**config.mk**
```make
export PLATFORM = sky130hd
export DESIGN_NAME = wb_rr_arbiter_flat
export DESIGN_NICKNAME = d
export VERILOG_FILES = /design/src/rtl/wb_rr_arbiter_pkg.sv /design/src/rtl/wb_rr_arbiter_if.sv /design/src/rtl/wb_rr_pick.sv /design/src/rtl/wb_rr_arbiter.sv /design/src/flat_wrapper.sv
export SDC_FILE = /design/constraint.sdc
export NUM_CORES = 1
export LEC_CHECK = 0
export ABC_AREA = 1
export CORE_MARGIN = 3
export CORE_UTILIZATION = 25
export CTS_CLUSTER_DIAMETER = 100
export DETAILED_ROUTE_END_ITERATION = 7
export PLACE_DENSITY = 0.87
export SLEW_MARGIN = 0
export SYNTH_ARGS = -nofsm -noshare
export SYNTH_HDL_FRONTEND = slang
export SYNTH_HIERARCHICAL = 1
export SYNTH_SLANG_ARGS = --single-unit
```
**constraint.sdc**
```tcl
create_clock -name i_clk -period 1.8 [get_ports i_clk]
set_input_delay 0.54 -clock i_clk [delete_from_list [all_inputs] [get_ports i_clk]]
set_output_delay 0.54 -clock i_clk [all_outputs]
set_load 0.01 [all_outputs]
```
**src/rtl/wb_rr_arbiter_pkg.sv**
```systemverilog
// Shared constants for the Wishbone N-master arbiter: default bus widths,
// FSM state encoding and the watchdog counter width.
package wb_rr_arbiter_pkg;

  localparam int unsigned WB_ADDR_W   = 24;
  localparam int unsigned WB_DATA_W   = 16;
  localparam int unsigned WB_SEL_BITS = 2;

  localparam logic [0:0] ARB_IDLE = 1'b0;
  localparam logic [0:0] ARB_BUSY = 1'b1;

  localparam int unsigned TMO_CNT_W = 16;

endpackage

```
**src/rtl/wb_rr_arbiter_if.sv**
```systemverilog
// Bundle of per-master Wishbone signals plus the shared slave bus.
// The slave modport is the arbiter's view; the master modport is the view
// of everything around it (masters and the slave device).
interface wb_rr_arbiter_if
  import wb_rr_arbiter_pkg::*;
#(
  parameter int unsigned N_MASTERS = 4,
  parameter int unsigned DATA_W    = WB_DATA_W,
  parameter int unsigned ADDR_W    = WB_ADDR_W,
  parameter int unsigned SEL_W     = WB_SEL_BITS
);

  logic [N_MASTERS-1:0]        m_cyc;
  logic [N_MASTERS-1:0]        m_stb;
  logic [N_MASTERS-1:0]        m_we;
  logic [N_MASTERS*ADDR_W-1:0] m_adr;
  logic [N_MASTERS*DATA_W-1:0] m_dat_o;
  logic [N_MASTERS*SEL_W-1:0]  m_sel;
  logic [N_MASTERS-1:0]        m_4_burst;
  logic [N_MASTERS-1:0]        m_8_burst;
  logic [N_MASTERS-1:0]        m_ack;
  logic [N_MASTERS-1:0]        m_err;
  logic [N_MASTERS-1:0]        m_rty;

  logic                        wb_cyc;
  logic                        wb_stb;
  logic                        wb_we;
  logic [ADDR_W-1:0]           wb_adr;
  logic [DATA_W-1:0]           wb_o_dat;
  logic [SEL_W-1:0]            wb_sel;
  logic                        wb_4_burst;
  logic                        wb_8_burst;
  logic                        wb_ack;
  logic                        wb_err;
  logic                        wb_rty;

  modport slave (
    input  m_cyc, m_stb, m_we, m_adr, m_dat_o, m_sel, m_4_burst, m_8_burst,
    input  wb_ack, wb_err, wb_rty,
    output m_ack, m_err, m_rty,
    output wb_cyc, wb_stb, wb_we, wb_adr, wb_o_dat, wb_sel, wb_4_burst, wb_8_burst
  );

  modport master (
    output m_cyc, m_stb, m_we, m_adr, m_dat_o, m_sel, m_4_burst, m_8_burst,
    output wb_ack, wb_err, wb_rty,
    input  m_ack, m_err, m_rty,
    input  wb_cyc, wb_stb, wb_we, wb_adr, wb_o_dat, wb_sel, wb_4_burst, wb_8_burst
  );

endinterface

```
**src/rtl/wb_rr_pick.sv**
```systemverilog
// Combinational first-set-bit search over a request vector, starting at a
// rotating base index and wrapping past the top index back to 0.
module wb_rr_pick #(
  parameter int unsigned N     = 4,
  parameter int unsigned IDX_W = 2
) (
  input  logic [N-1:0]     req_i,
  input  logic [IDX_W-1:0] base_i,
  output logic             found_c_o,
  output logic [IDX_W-1:0] idx_c_o
);

  int pos;

  // Scan N positions from base, first requester wins
  always_comb begin
    found_c_o = 1'b0;
    idx_c_o   = '0;
    pos       = 0;
    for (int i = 0; i < int'(N); i++) begin
      pos = int'(base_i) + i;
      if (pos >= int'(N)) pos = pos - int'(N);
      if (!found_c_o && req_i[IDX_W'(pos)]) begin
        found_c_o = 1'b1;
        idx_c_o   = IDX_W'(pos);
      end
    end
  end

endmodule

```
**src/rtl/wb_rr_arbiter.sv**
```systemverilog
// N-master Wishbone arbiter and bus mux with fixed-priority or round-robin
// winner selection. The grant is held for the owner's whole cycle; request
// signals are routed from the owner's slice and responses return only to it.
// Optional build macro WB_ARB_TIMEOUT_EN adds a strobe watchdog that errors
// out a stalled owner after TIMEOUT_CYCLES unanswered strobe cycles.
module wb_rr_arbiter
  import wb_rr_arbiter_pkg::*;
#(
  parameter int unsigned N_MASTERS = 4,
  parameter int unsigned DATA_W    = WB_DATA_W,
  parameter int unsigned ADDR_W    = WB_ADDR_W,
  parameter int unsigned SEL_W     = WB_SEL_BITS,
`ifdef WB_ARB_TIMEOUT_EN
  parameter int unsigned TIMEOUT_CYCLES = 255,
`endif
  localparam int unsigned IDX_W    = (N_MASTERS > 1) ? $clog2(N_MASTERS) : 1
) (
  input  logic                 i_clk,
  input  logic                 i_rst,
  input  logic                 i_rr_mode,
  wb_rr_arbiter_if.slave       bus,
  output logic [N_MASTERS-1:0] o_grant,
  output logic [IDX_W-1:0]     o_sel_idx
);

  logic [0:0]           state_q, state_d;
  logic [N_MASTERS-1:0] grant_q, grant_d;
  logic [IDX_W-1:0]     sel_q, sel_d;
  logic [IDX_W-1:0]     last_q, last_d;
  logic [IDX_W-1:0]     base_c;
  logic                 pick_found_c;
  logic [IDX_W-1:0]     pick_idx_c;
  logic                 tmo_hit_c;

  // Round-robin starts just after the last winner; fixed priority from 0
  assign base_c = !i_rr_mode ? '0 :
                  (last_q == IDX_W'(N_MASTERS - 1)) ? '0 : last_q + 1'b1;

  wb_rr_pick #(
    .N     (N_MASTERS),
    .IDX_W (IDX_W)
  ) u_pick (
    .req_i     (bus.m_cyc),
    .base_i    (base_c),
    .found_c_o (pick_found_c),
    .idx_c_o   (pick_idx_c)
  );

  // Arbitration FSM: issue grant from IDLE, release when owner drops cyc
  always_comb begin
    state_d = state_q;
    grant_d = grant_q;
    sel_d   = sel_q;
    last_d  = last_q;
    case (state_q)
      ARB_IDLE: begin
        if (pick_found_c) begin
          state_d = ARB_BUSY;
          grant_d = N_MASTERS'(1) << pick_idx_c;
          sel_d   = pick_idx_c;
          last_d  = pick_idx_c;
        end
      end
      ARB_BUSY: begin
        if (!bus.m_cyc[sel_q]) begin
          state_d = ARB_IDLE;
          grant_d = '0;
        end
      end
      default: begin
        state_d = ARB_IDLE;
        grant_d = '0;
      end
    endcase
  end

  // Arbitration state registers
  always_ff @(posedge i_clk or negedge i_rst) begin
    if (!i_rst) begin
      state_q <= ARB_IDLE;
      grant_q <= '0;
      sel_q   <= '0;
      last_q  <= IDX_W'(N_MASTERS - 1);
    end else begin
      state_q <= state_d;
      grant_q <= grant_d;
      sel_q   <= sel_d;
      last_q  <= last_d;
    end
  end

`ifdef WB_ARB_TIMEOUT_EN
  logic [TMO_CNT_W-1:0] tmo_cnt_q, tmo_cnt_d;
  logic                 resp_c;

  assign resp_c    = bus.wb_ack | bus.wb_err | bus.wb_rty;
  assign tmo_hit_c = (state_q == ARB_BUSY) && bus.m_stb[sel_q] &&
                     (tmo_cnt_q == TMO_CNT_W'(TIMEOUT_CYCLES));

  // Watchdog: count unanswered strobe cycles, clear on grant/response/expiry
  always_comb begin
    tmo_cnt_d = tmo_cnt_q;
    if (state_q == ARB_IDLE || resp_c || tmo_hit_c) begin
      tmo_cnt_d = '0;
    end else if (bus.m_stb[sel_q]) begin
      tmo_cnt_d = tmo_cnt_q + 1'b1;
    end
  end

  // Watchdog counter register
  always_ff @(posedge i_clk or negedge i_rst) begin
    if (!i_rst) tmo_cnt_q <= '0;
    else        tmo_cnt_q <= tmo_cnt_d;
  end
`else
  assign tmo_hit_c = 1'b0;
`endif

  // Bus mux from the owner's slice; responses steered back to the owner only
  always_comb begin
    bus.wb_cyc     = 1'b0;
    bus.wb_stb     = 1'b0;
    bus.wb_we      = 1'b0;
    bus.wb_adr     = '0;
    bus.wb_o_dat   = '0;
    bus.wb_sel     = '0;
    bus.wb_4_burst = 1'b0;
    bus.wb_8_burst = 1'b0;
    bus.m_ack      = '0;
    bus.m_err      = '0;
    bus.m_rty      = '0;
    if (state_q == ARB_BUSY) begin
      bus.wb_cyc     = bus.m_cyc[sel_q];
      bus.wb_stb     = bus.m_stb[sel_q] & ~tmo_hit_c;
      bus.wb_we      = bus.m_we[sel_q];
      bus.wb_adr     = bus.m_adr[int'(sel_q) * ADDR_W +: ADDR_W];
      bus.wb_o_dat   = bus.m_dat_o[int'(sel_q) * DATA_W +: DATA_W];
      bus.wb_sel     = bus.m_sel[int'(sel_q) * SEL_W +: SEL_W];
      bus.wb_4_burst = bus.m_4_burst[sel_q];
      bus.wb_8_burst = bus.m_8_burst[sel_q];
      bus.m_ack[sel_q] = bus.wb_ack;
      bus.m_err[sel_q] = bus.wb_err | tmo_hit_c;
      bus.m_rty[sel_q] = bus.wb_rty;
    end
  end

  assign o_grant   = grant_q;
  assign o_sel_idx = sel_q;

endmodule

```
**src/flat_wrapper.sv**
```systemverilog
// flat-port wrapper written by rule: the top's interface ports become plain ports
module wb_rr_arbiter_flat import wb_rr_arbiter_pkg::*;
#(
  parameter int unsigned N_MASTERS = 4,
  parameter int unsigned DATA_W    = WB_DATA_W,
  parameter int unsigned ADDR_W    = WB_ADDR_W,
  parameter int unsigned SEL_W     = WB_SEL_BITS,

  localparam int unsigned IDX_W    = (N_MASTERS > 1) ? $clog2(N_MASTERS) : 1
)
  (i_clk, i_rst, i_rr_mode, o_grant, o_sel_idx, bus_m_cyc, bus_m_stb, bus_m_we, bus_m_adr, bus_m_dat_o, bus_m_sel, bus_m_4_burst, bus_m_8_burst, bus_wb_ack, bus_wb_err, bus_wb_rty, bus_m_ack, bus_m_err, bus_m_rty, bus_wb_cyc, bus_wb_stb, bus_wb_we, bus_wb_adr, bus_wb_o_dat, bus_wb_sel, bus_wb_4_burst, bus_wb_8_burst);
  wb_rr_arbiter_if #(.N_MASTERS(N_MASTERS), .DATA_W(DATA_W), .ADDR_W(ADDR_W), .SEL_W(SEL_W)) bus_i ();
  input  logic i_clk;
  input  logic i_rst;
  input  logic i_rr_mode;
  output logic [N_MASTERS-1:0] o_grant;
  output logic [IDX_W-1:0] o_sel_idx;
  input wire logic [$bits(bus_i.m_cyc)-1:0] bus_m_cyc;
  input wire logic [$bits(bus_i.m_stb)-1:0] bus_m_stb;
  input wire logic [$bits(bus_i.m_we)-1:0] bus_m_we;
  input wire logic [$bits(bus_i.m_adr)-1:0] bus_m_adr;
  input wire logic [$bits(bus_i.m_dat_o)-1:0] bus_m_dat_o;
  input wire logic [$bits(bus_i.m_sel)-1:0] bus_m_sel;
  input wire logic [$bits(bus_i.m_4_burst)-1:0] bus_m_4_burst;
  input wire logic [$bits(bus_i.m_8_burst)-1:0] bus_m_8_burst;
  input wire logic [$bits(bus_i.wb_ack)-1:0] bus_wb_ack;
  input wire logic [$bits(bus_i.wb_err)-1:0] bus_wb_err;
  input wire logic [$bits(bus_i.wb_rty)-1:0] bus_wb_rty;
  output wire logic [$bits(bus_i.m_ack)-1:0] bus_m_ack;
  output wire logic [$bits(bus_i.m_err)-1:0] bus_m_err;
  output wire logic [$bits(bus_i.m_rty)-1:0] bus_m_rty;
  output wire logic [$bits(bus_i.wb_cyc)-1:0] bus_wb_cyc;
  output wire logic [$bits(bus_i.wb_stb)-1:0] bus_wb_stb;
  output wire logic [$bits(bus_i.wb_we)-1:0] bus_wb_we;
  output wire logic [$bits(bus_i.wb_adr)-1:0] bus_wb_adr;
  output wire logic [$bits(bus_i.wb_o_dat)-1:0] bus_wb_o_dat;
  output wire logic [$bits(bus_i.wb_sel)-1:0] bus_wb_sel;
  output wire logic [$bits(bus_i.wb_4_burst)-1:0] bus_wb_4_burst;
  output wire logic [$bits(bus_i.wb_8_burst)-1:0] bus_wb_8_burst;
  assign bus_i.m_cyc = bus_m_cyc;
  assign bus_i.m_stb = bus_m_stb;
  assign bus_i.m_we = bus_m_we;
  assign bus_i.m_adr = bus_m_adr;
  assign bus_i.m_dat_o = bus_m_dat_o;
  assign bus_i.m_sel = bus_m_sel;
  assign bus_i.m_4_burst = bus_m_4_burst;
  assign bus_i.m_8_burst = bus_m_8_burst;
  assign bus_i.wb_ack = bus_wb_ack;
  assign bus_i.wb_err = bus_wb_err;
  assign bus_i.wb_rty = bus_wb_rty;
  assign bus_m_ack = bus_i.m_ack;
  assign bus_m_err = bus_i.m_err;
  assign bus_m_rty = bus_i.m_rty;
  assign bus_wb_cyc = bus_i.wb_cyc;
  assign bus_wb_stb = bus_i.wb_stb;
  assign bus_wb_we = bus_i.wb_we;
  assign bus_wb_adr = bus_i.wb_adr;
  assign bus_wb_o_dat = bus_i.wb_o_dat;
  assign bus_wb_sel = bus_i.wb_sel;
  assign bus_wb_4_burst = bus_i.wb_4_burst;
  assign bus_wb_8_burst = bus_i.wb_8_burst;
  wb_rr_arbiter #(.N_MASTERS(N_MASTERS), .DATA_W(DATA_W), .ADDR_W(ADDR_W), .SEL_W(SEL_W)) u_core (.i_clk(i_clk), .i_rst(i_rst), .i_rr_mode(i_rr_mode), .bus(bus_i), .o_grant(o_grant), .o_sel_idx(o_sel_idx));
endmodule
```
==> run metrics, run 1 <==
outcome finished with violations; failing checks setup timing; DR vias/cell 5.05; clock sinks 9; Placed Instances 805; final setup violation count just under 70; core area 8760 µm²; Required @ worst endpoint 1.26 ns; Reg area ~230 µm²; commonest non-fill, non-tap cell in the layout nand2_1; hold depth 2; Chip Height about 100 µm; P_sw 4120 µW; Switching Share 49.5%; Peak VDD IR 1.04 mV; Final #Nets 933; WL per Instance 18.4 µm; via count between 4000 and 5000; antenna cells 0; initial antenna violation count 0; Clock Skews 0.00155 ns; max_cap viols 0; vias in the first global route 4321; fmax roughly 450 MHz; RSZ-0062 raised after global routing yes; # rows 34; Cell Area, Synth 2270 µm²; Initial Utilization 25.9%; multi-input logic area 2040 µm²; number of synthesized register bits 9; GP Congestion 0.936; min-delay src u_core/o_grant[0]; Internal 4200 µW; drt drc 0; Gate Count Post-Synth 436; Worst-Margin Slew 0.405 ns; WHS 0.533 ns; HP Class reg2reg; commonest cells after routing, fill and taps aside nand2_1, clkdlybuf4s50_1, nand4_1, buf_2, and2_1; fin crit share 125%; Synth cell types 23; slew margin rel. around 73%; Setup CP Type reg2out; Layout area overhead 154%; Ys Warns 6; Iteration-0 DRC Markers 215; crit path DAT around 1.7 ns; TNS Setup -22.65 ns; PortBufs 258; non-filler cells, final 845; Die ar. 10200 µm²; CP endpoint kind primary output; Clk pin slew, worst setup/hold paths 0.05 ns; FF-to-FF Start u_core/last_q[1]; gr usage total 26.4%; pin count of the biggest net entering global routing 28; HPWL after DPL 10700 µm; Post-Route WL 15600 µm; 1st-pass router iterations 5; Logic pwr share a little over 90%; Post-Syn Area per Cell 5.20 µm²; Leak roughly 0.0026 µW; Antenna Violating Nets Remaining 0; filler cell count 740; Post-Syn Nets 631; layout cells sized above 1 a little under a third; met3 Use GR 4.48%; Clock Path Buffers 2; fin crit period 2.24 ns; Clk Latency, worst-skew pair 0.23 ns; Power Dens Cells 1440 nW/µm²; Global Route met1 Usage 30.4%; gr ovfl total 0; post-synthesis sequential area ratio 10.0%; beginning of the critical path u_core/o_sel_idx[1]; Hold Vio Cnt, Final 0; GRT met2 Usage 48.8%; share of power burned in registers roughly 4.7%; reg2reg path depth 16; setup slack after layout -0.442 ns; chip width approximately 100 µm; first-pass GRT wire length 21700 µm; CTS H-tree depth 1; pins over their slew limit 0; CTS tree done; Inserted Clock Buffers 3; power share of the clock group about 2.9%; IO Count 259; CP Max Fanout 5; GR peak layer met2; CTS Root Cell clkbuf_8; CP Launch Type register
==> path summary, 6_finish.rpt <==
| kind | to | slack [ns] |
|---|---|---|
| max | bus_wb_adr[22] | -0.44 |
| min | u_core/o_grant[0] | 0.53 |
| max reg2reg | u_core/o_sel_idx[0] | -0.29 |
| min reg2reg | u_core/o_grant[0] | 0.53 |
| max in group asynchronous | u_core/last_q[1] | 0.88 |
| min in group asynchronous | u_core/o_grant[1] | 0.60 |
==> area by class of cell <==
| type | instances | area share [%] |
|---|---|---|
| clock buffers | 4 | 0.781 |
| inverters | 22 | 2.26 |
| multi-input cells | 380 | 35.4 |
| flip-flops and latches | 9 | 3.99 |
| well taps | 108 | 2.34 |
| repair buffers | 322 | 55.3 |
==> stage by stage <==
| step | instance area, µm² | total power [µW] | setup slack (ns) | util, % |
|---|---|---|---|---|
| after CTS | 5510 | 7540 | -0.453 | 62.8 |
| after global placement | 5150 | 6220 | -0.724 | 58.7 |
| final | 5770 | 8320 | -0.442 | 65.8 |
| after detailed placement | 5150 | 6400 | -0.785 | 58.7 |
| after floorplan | 2270 | 3410 | -0.0144 | - |
| after global routing | 5770 | 8820 | -0.501 | 65.8 |
==> state kept, by name, indices dropped and copies added (netlist names) <==
register          flops
u_core/o_sel_idx      2
u_core/state_q        1
u_core/o_grant        4
u_core/last_q         2
==> worst max-delay path, stage by stage (launching register included) <==
cell,delay [ns]
dfrtp_2,0.43
buf_6,0.14
nor2_4,0.16
buf_12,0.13
buf_8,0.11
buf_16,0.12
nand2_1,0.05
nand4_1,0.09
and2_1,0.15
buf_6,0.11
==> cell usage after synthesis <==
cell      count  share of area, %
a21oi_1       2              0.44
nand2_4       3               1.5
nand3_2       3               1.3
and2_1       46                13
nand3_1      11               2.4
nand2_2      11               3.0
buf_4         7               2.3
inv_2         5              0.83
nor2_2        3              0.83
nand3b_1      1              0.33
nor2_4        1              0.50
nand4_1      47                13
dfrtp_1       7               7.7
buf_6         7               3.5
buf_2         5               1.1
nor2_1       16               2.7
o21ai_0       3              0.66
nand2_1     231                38
o21ai_1       1              0.22
dfstp_2       2               2.3
inv_1        17               2.8
ha_1          1              0.55
clkbuf_1      6              0.99
==> cell families (layout without fill, tap and decap cells) <==
kind of cell	after synthesis	in the layout	share of synthesized area, %
and+or+nand+nor	373	373	76.5
buffers and inverters	47	348	11.5
DFF	9	9	10.0
AOI/OAI and AO/OA	6	6	1.32
adders and majority gates	1	1	0.552
==> power by group through the flow <==
stage	logic, µW	clock network (µW)	registers (µW)
6_report	7680	243	391
5_1_grt	8160	253	397
4_1_cts	6900	239	409
3_5_place_dp	6000	0	399
3_3_place_gp	5820	0	393
2_1_floorplan	3010	0	394
==> layer usage <==
metal	share of wire, %	routed length [µm]
met1	35	5400
met2	52	8180
met3	9.4	1460
met4	3.5	539
met5	0	0
==> timing repair <==
item	in CTS	in global routing
setup buffers	19	13
pin swaps	25	35
gates cloned	7	2
gates resized for setup	323	82
hold buffers	0	0
endpoints found under the setup margin	70	68
No activity file was read; power rests on OpenSTA's default activity.
==> run 2: changes to the inputs <==
--- a/config.mk
+++ b/config.mk
@@ -8,6 +8,7 @@
 export ABC_AREA = 1
 export CORE_MARGIN = 3
 export CORE_UTILIZATION = 25
+export CTS_BUF_LIST = sky130_fd_sc_hd__clkbuf_8
 export CTS_CLUSTER_DIAMETER = 100
 export DETAILED_ROUTE_END_ITERATION = 7
 export PLACE_DENSITY = 0.87
@@ -16,3 +17,4 @@
 export SYNTH_HDL_FRONTEND = slang
 export SYNTH_HIERARCHICAL = 1
 export SYNTH_SLANG_ARGS = --single-unit
+export TNS_END_PERCENT = 1
==> constraint.sdc (replaced) <==
create_clock -name i_clk -period 1.82 [get_ports i_clk]
set_input_delay 0.546 -clock i_clk [delete_from_list [all_inputs] [get_ports i_clk]]
set_output_delay 0.546 -clock i_clk [all_outputs]
set_load 0.01 [all_outputs]
==> run 2 against run 1 <==
The flow still finishes with violations (setup timing); clock-buffer cell count decreased by 1; critical path depth grew 1; die area unchanged; total power fell by 11%; via count decreased by 6.9%; critical endpoint is now bus_wb_adr[18]; combinational power shrank 12%; clock skew grew 0.0048 ns; worst hold slack worse by 0.043 ns; cell count decreased by 1.5%.
==> run metrics, run 2 (same netlist as run 1, synthesis figures left out) <==
slew margin rel. 72.6% (was 72.9%); commonest non-fill, non-tap cell in the layout nand2_1 (unchanged); WL per Instance 16.4 µm (was 18.4 µm); FF-to-FF Start u_core/last_q[1] (unchanged); CP Max Fanout 5 (unchanged); CTS Root Cell clkbuf_8 (unchanged); Required @ worst endpoint 1.27 ns (was 1.26 ns); GP Congestion 0.839 (was 0.936); commonest cells after routing, fill and taps aside nand2_1, clkdlybuf4s50_1, buf_2, nand4_1, and2_1 (was nand2_1, clkdlybuf4s50_1, nand4_1, buf_2, and2_1); fin crit share 128%; pin count of the biggest net entering global routing 27 (was 28); PortBufs 258 (unchanged); Largest register FFs 4 (unchanged); crit path DAT 1.78 ns (was 1.70 ns); max_cap viols 0 (unchanged); Crit Reg-Reg Endpoint u_core/o_sel_idx[1] (was u_core/o_sel_idx[0]); final setup violation count 66 (was 68); drt drc 0 (unchanged); min-delay src u_core/last_q[1] (was u_core/o_grant[0]); chip width 101 µm (unchanged); 1st-pass router iterations 5 (unchanged); Initial Utilization 25.9% (unchanged); CTS tree done (unchanged); antenna cells 0 (unchanged); HPWL after DPL 10100 µm (was 10700 µm); slowest cell delay on critical path 0.44 ns (was 0.43 ns); HP Class reg2reg (unchanged); reg-to-reg slack, setup -0.18 ns (was -0.29 ns); Peak VDD IR 1.02 mV (was 1.04 mV); clock sinks 9 (unchanged); vias in the first global route 4006 (was 4321); worst path cell trace buf_6 > nor2_4 > buf_6 > buf_6 > buf_6 > buf_6 > nand2_2 > nand4_1 > and2_4 > buf_6 (was buf_6 > nor2_4 > buf_12 > buf_8 > buf_16 > nand2_1 > nand4_1 > and2_1 > buf_6); layout cells sized above 1 25.4% (was 30.8%); Clk pin slew, worst setup/hold paths 0.05 ns (about the same); core area 8760 µm² (unchanged); fmax between 400 and 500 MHz; Leak 0.00249 µW (was 0.00261 µW); outcome finished with violations (unchanged); gr ovfl total 0 (unchanged); Reg area 230 µm² (unchanged); reg2reg path depth 15 (was 16); Iteration-0 DRC Markers 124 (was 215); IO Count 259 (unchanged); Inserted Clock Buffers 3 (unchanged); Worst-Margin Slew 0.410 ns (was 0.405 ns); gr usage total 24.9% (was 26.4%); Crit path top cell by count buf_6 (unchanged); Post-Route WL 13600 µm (was 15600 µm); Worst Hold End u_core/last_q[1] (was u_core/o_grant[0]); fin crit period ~2.3 ns; initial antenna violation count 0 (unchanged); DR vias/cell 4.78 (was 5.05); Layout area overhead 140% (was 154%); Clk Latency, worst-skew pair 0.24 ns (was 0.23 ns); Clock Skews 0.00635 ns (was 0.00155 ns); Final #Nets 920 (was 933); pins over their slew limit 0 (unchanged); Setup CP Type reg2out (unchanged); multi-input logic area 1890 µm² (was 2040 µm²); setup slack after layout -0.505 ns (was -0.442 ns); Layout Utilization 62.2% (was 65.8%); filler cell count 768 (was 740); Critical-path top delay cell dfrtp_2 (unchanged); # rows 34 (unchanged); Antenna Violating Nets Remaining 0 (unchanged); CP Launch Type register (unchanged); RSZ-0062 raised after global routing yes (unchanged); first-pass GRT wire length 20400 µm (was 21700 µm); hold depth 2 (unchanged); total chip power 7370 µW (was 8320 µW); Hold Vio Cnt, Final 0 (unchanged); CTS H-tree depth 1 (unchanged); via count 3974 (was 4270); Chip Height 101 µm (unchanged); Die ar. 10200 µm² (unchanged); CP endpoint kind primary output (unchanged); Clock Path Buffers 2 (unchanged); failing checks setup timing (unchanged); Power Dens Cells 1350 nW/µm² (was 1440 nW/µm²)
==> run 2: cell count changes in the layout (fill, tap and decap cells not counted), sizes merged <==
cell and change:
buf -12, clkbuf -4, clkdlybuf4s50 +5, dlygate4sd2 -3, inv +1
==> run 2: how the worst max path moves through the flow <==
stage | startpoint | end | slack [ns] | cells past startpoint
floorplan | u_core/last_q[0] | u_core/o_sel_idx[0] | 0.0004 | 12
global placement | bus_m_cyc[3] | bus_wb_cyc | -0.67 | 6
detailed placement | i_rr_mode | u_core/o_grant[2] | -0.71 | 14
CTS | u_core/o_sel_idx[1] | bus_wb_adr[18] | -0.50 | 10
global route | u_core/o_sel_idx[0] | bus_wb_adr[18] | -0.58 | 10
finish | u_core/o_sel_idx[0] | bus_wb_adr[18] | -0.50 | 10
==> run 2: power breakdown <==
| part | total, µW | internal (µW) | switching, µW |
|---|---|---|---|
| combinational | 6760 | 3390 | 3370 |
| sequential | 380 | 304 | 75.9 |
| clock | 231 | 147 | 84.0 |
==> run 2: critical path: cells and delay by family, from the launching register on <==
family / cells / cell delay (ns)
buf+inv: 6 / 0.68
simple gates: 4 / 0.39
flops: 1 / 0.44
==> run 2: final cells by class <==
type                            instances  area share, %
Clock inverter                          1         0.0689
Sequential cell                         9           4.23
Multi-Input combinational cell        380           34.7
Tap cell                              108           2.48
Timing Repair Buffer                  309           56.1
Clock buffer                            3          0.758
Inverter                               22           1.65
==> run 2: metal layers <==
layer  part of all wire, %  wire [µm]  track usage, %
met1                    37       5050            28.4
met4                   2.0        268            6.13
met3                   8.0       1090            4.68
met5                     0          0               0
met2                    53       7220            47.3
==> run 2: timing repair <==
item | in CTS | in global routing
buffers inserted | 16 | 1
gates resized for setup | 297 | 34
setup endpoints to repair | 70 | 67
hold buffers | 0 | 0
cloned | 7 | 0
pin swaps | 20 | 11
==> run 2: metrics by stage <==
| stage | setup slack (ns) | instances | instance area [µm²] | hold WS (ns) | TNS [ns] |
|---|---|---|---|---|---|
| detailed placement | -0.714 | 804 | 5130 | 0.471 | -37.75 |
| CTS | -0.498 | 831 | 5410 | 0.482 | -22.37 |
| global route | -0.581 | 832 | 5450 | 0.500 | -27.88 |
| floorplan | 0.000420 | 436 | 2270 | 0.250 | 0 |
| global placement | -0.672 | 804 | 5130 | 0.462 | -36.07 |
| finish | -0.505 | 832 | 5450 | 0.491 | -22.18 |
==> run 3: changes to the inputs <==
--- a/config.mk
+++ b/config.mk
@@ -10,6 +10,7 @@
 export CORE_UTILIZATION = 25
 export CTS_BUF_LIST = sky130_fd_sc_hd__clkbuf_8
 export CTS_CLUSTER_DIAMETER = 100
+export CTS_CLUSTER_SIZE = 14
 export DETAILED_ROUTE_END_ITERATION = 7
 export PLACE_DENSITY = 0.87
 export SLEW_MARGIN = 0
==> results of run 3 <==
The final DEF is identical to that of run 2; final timing and power are the same.
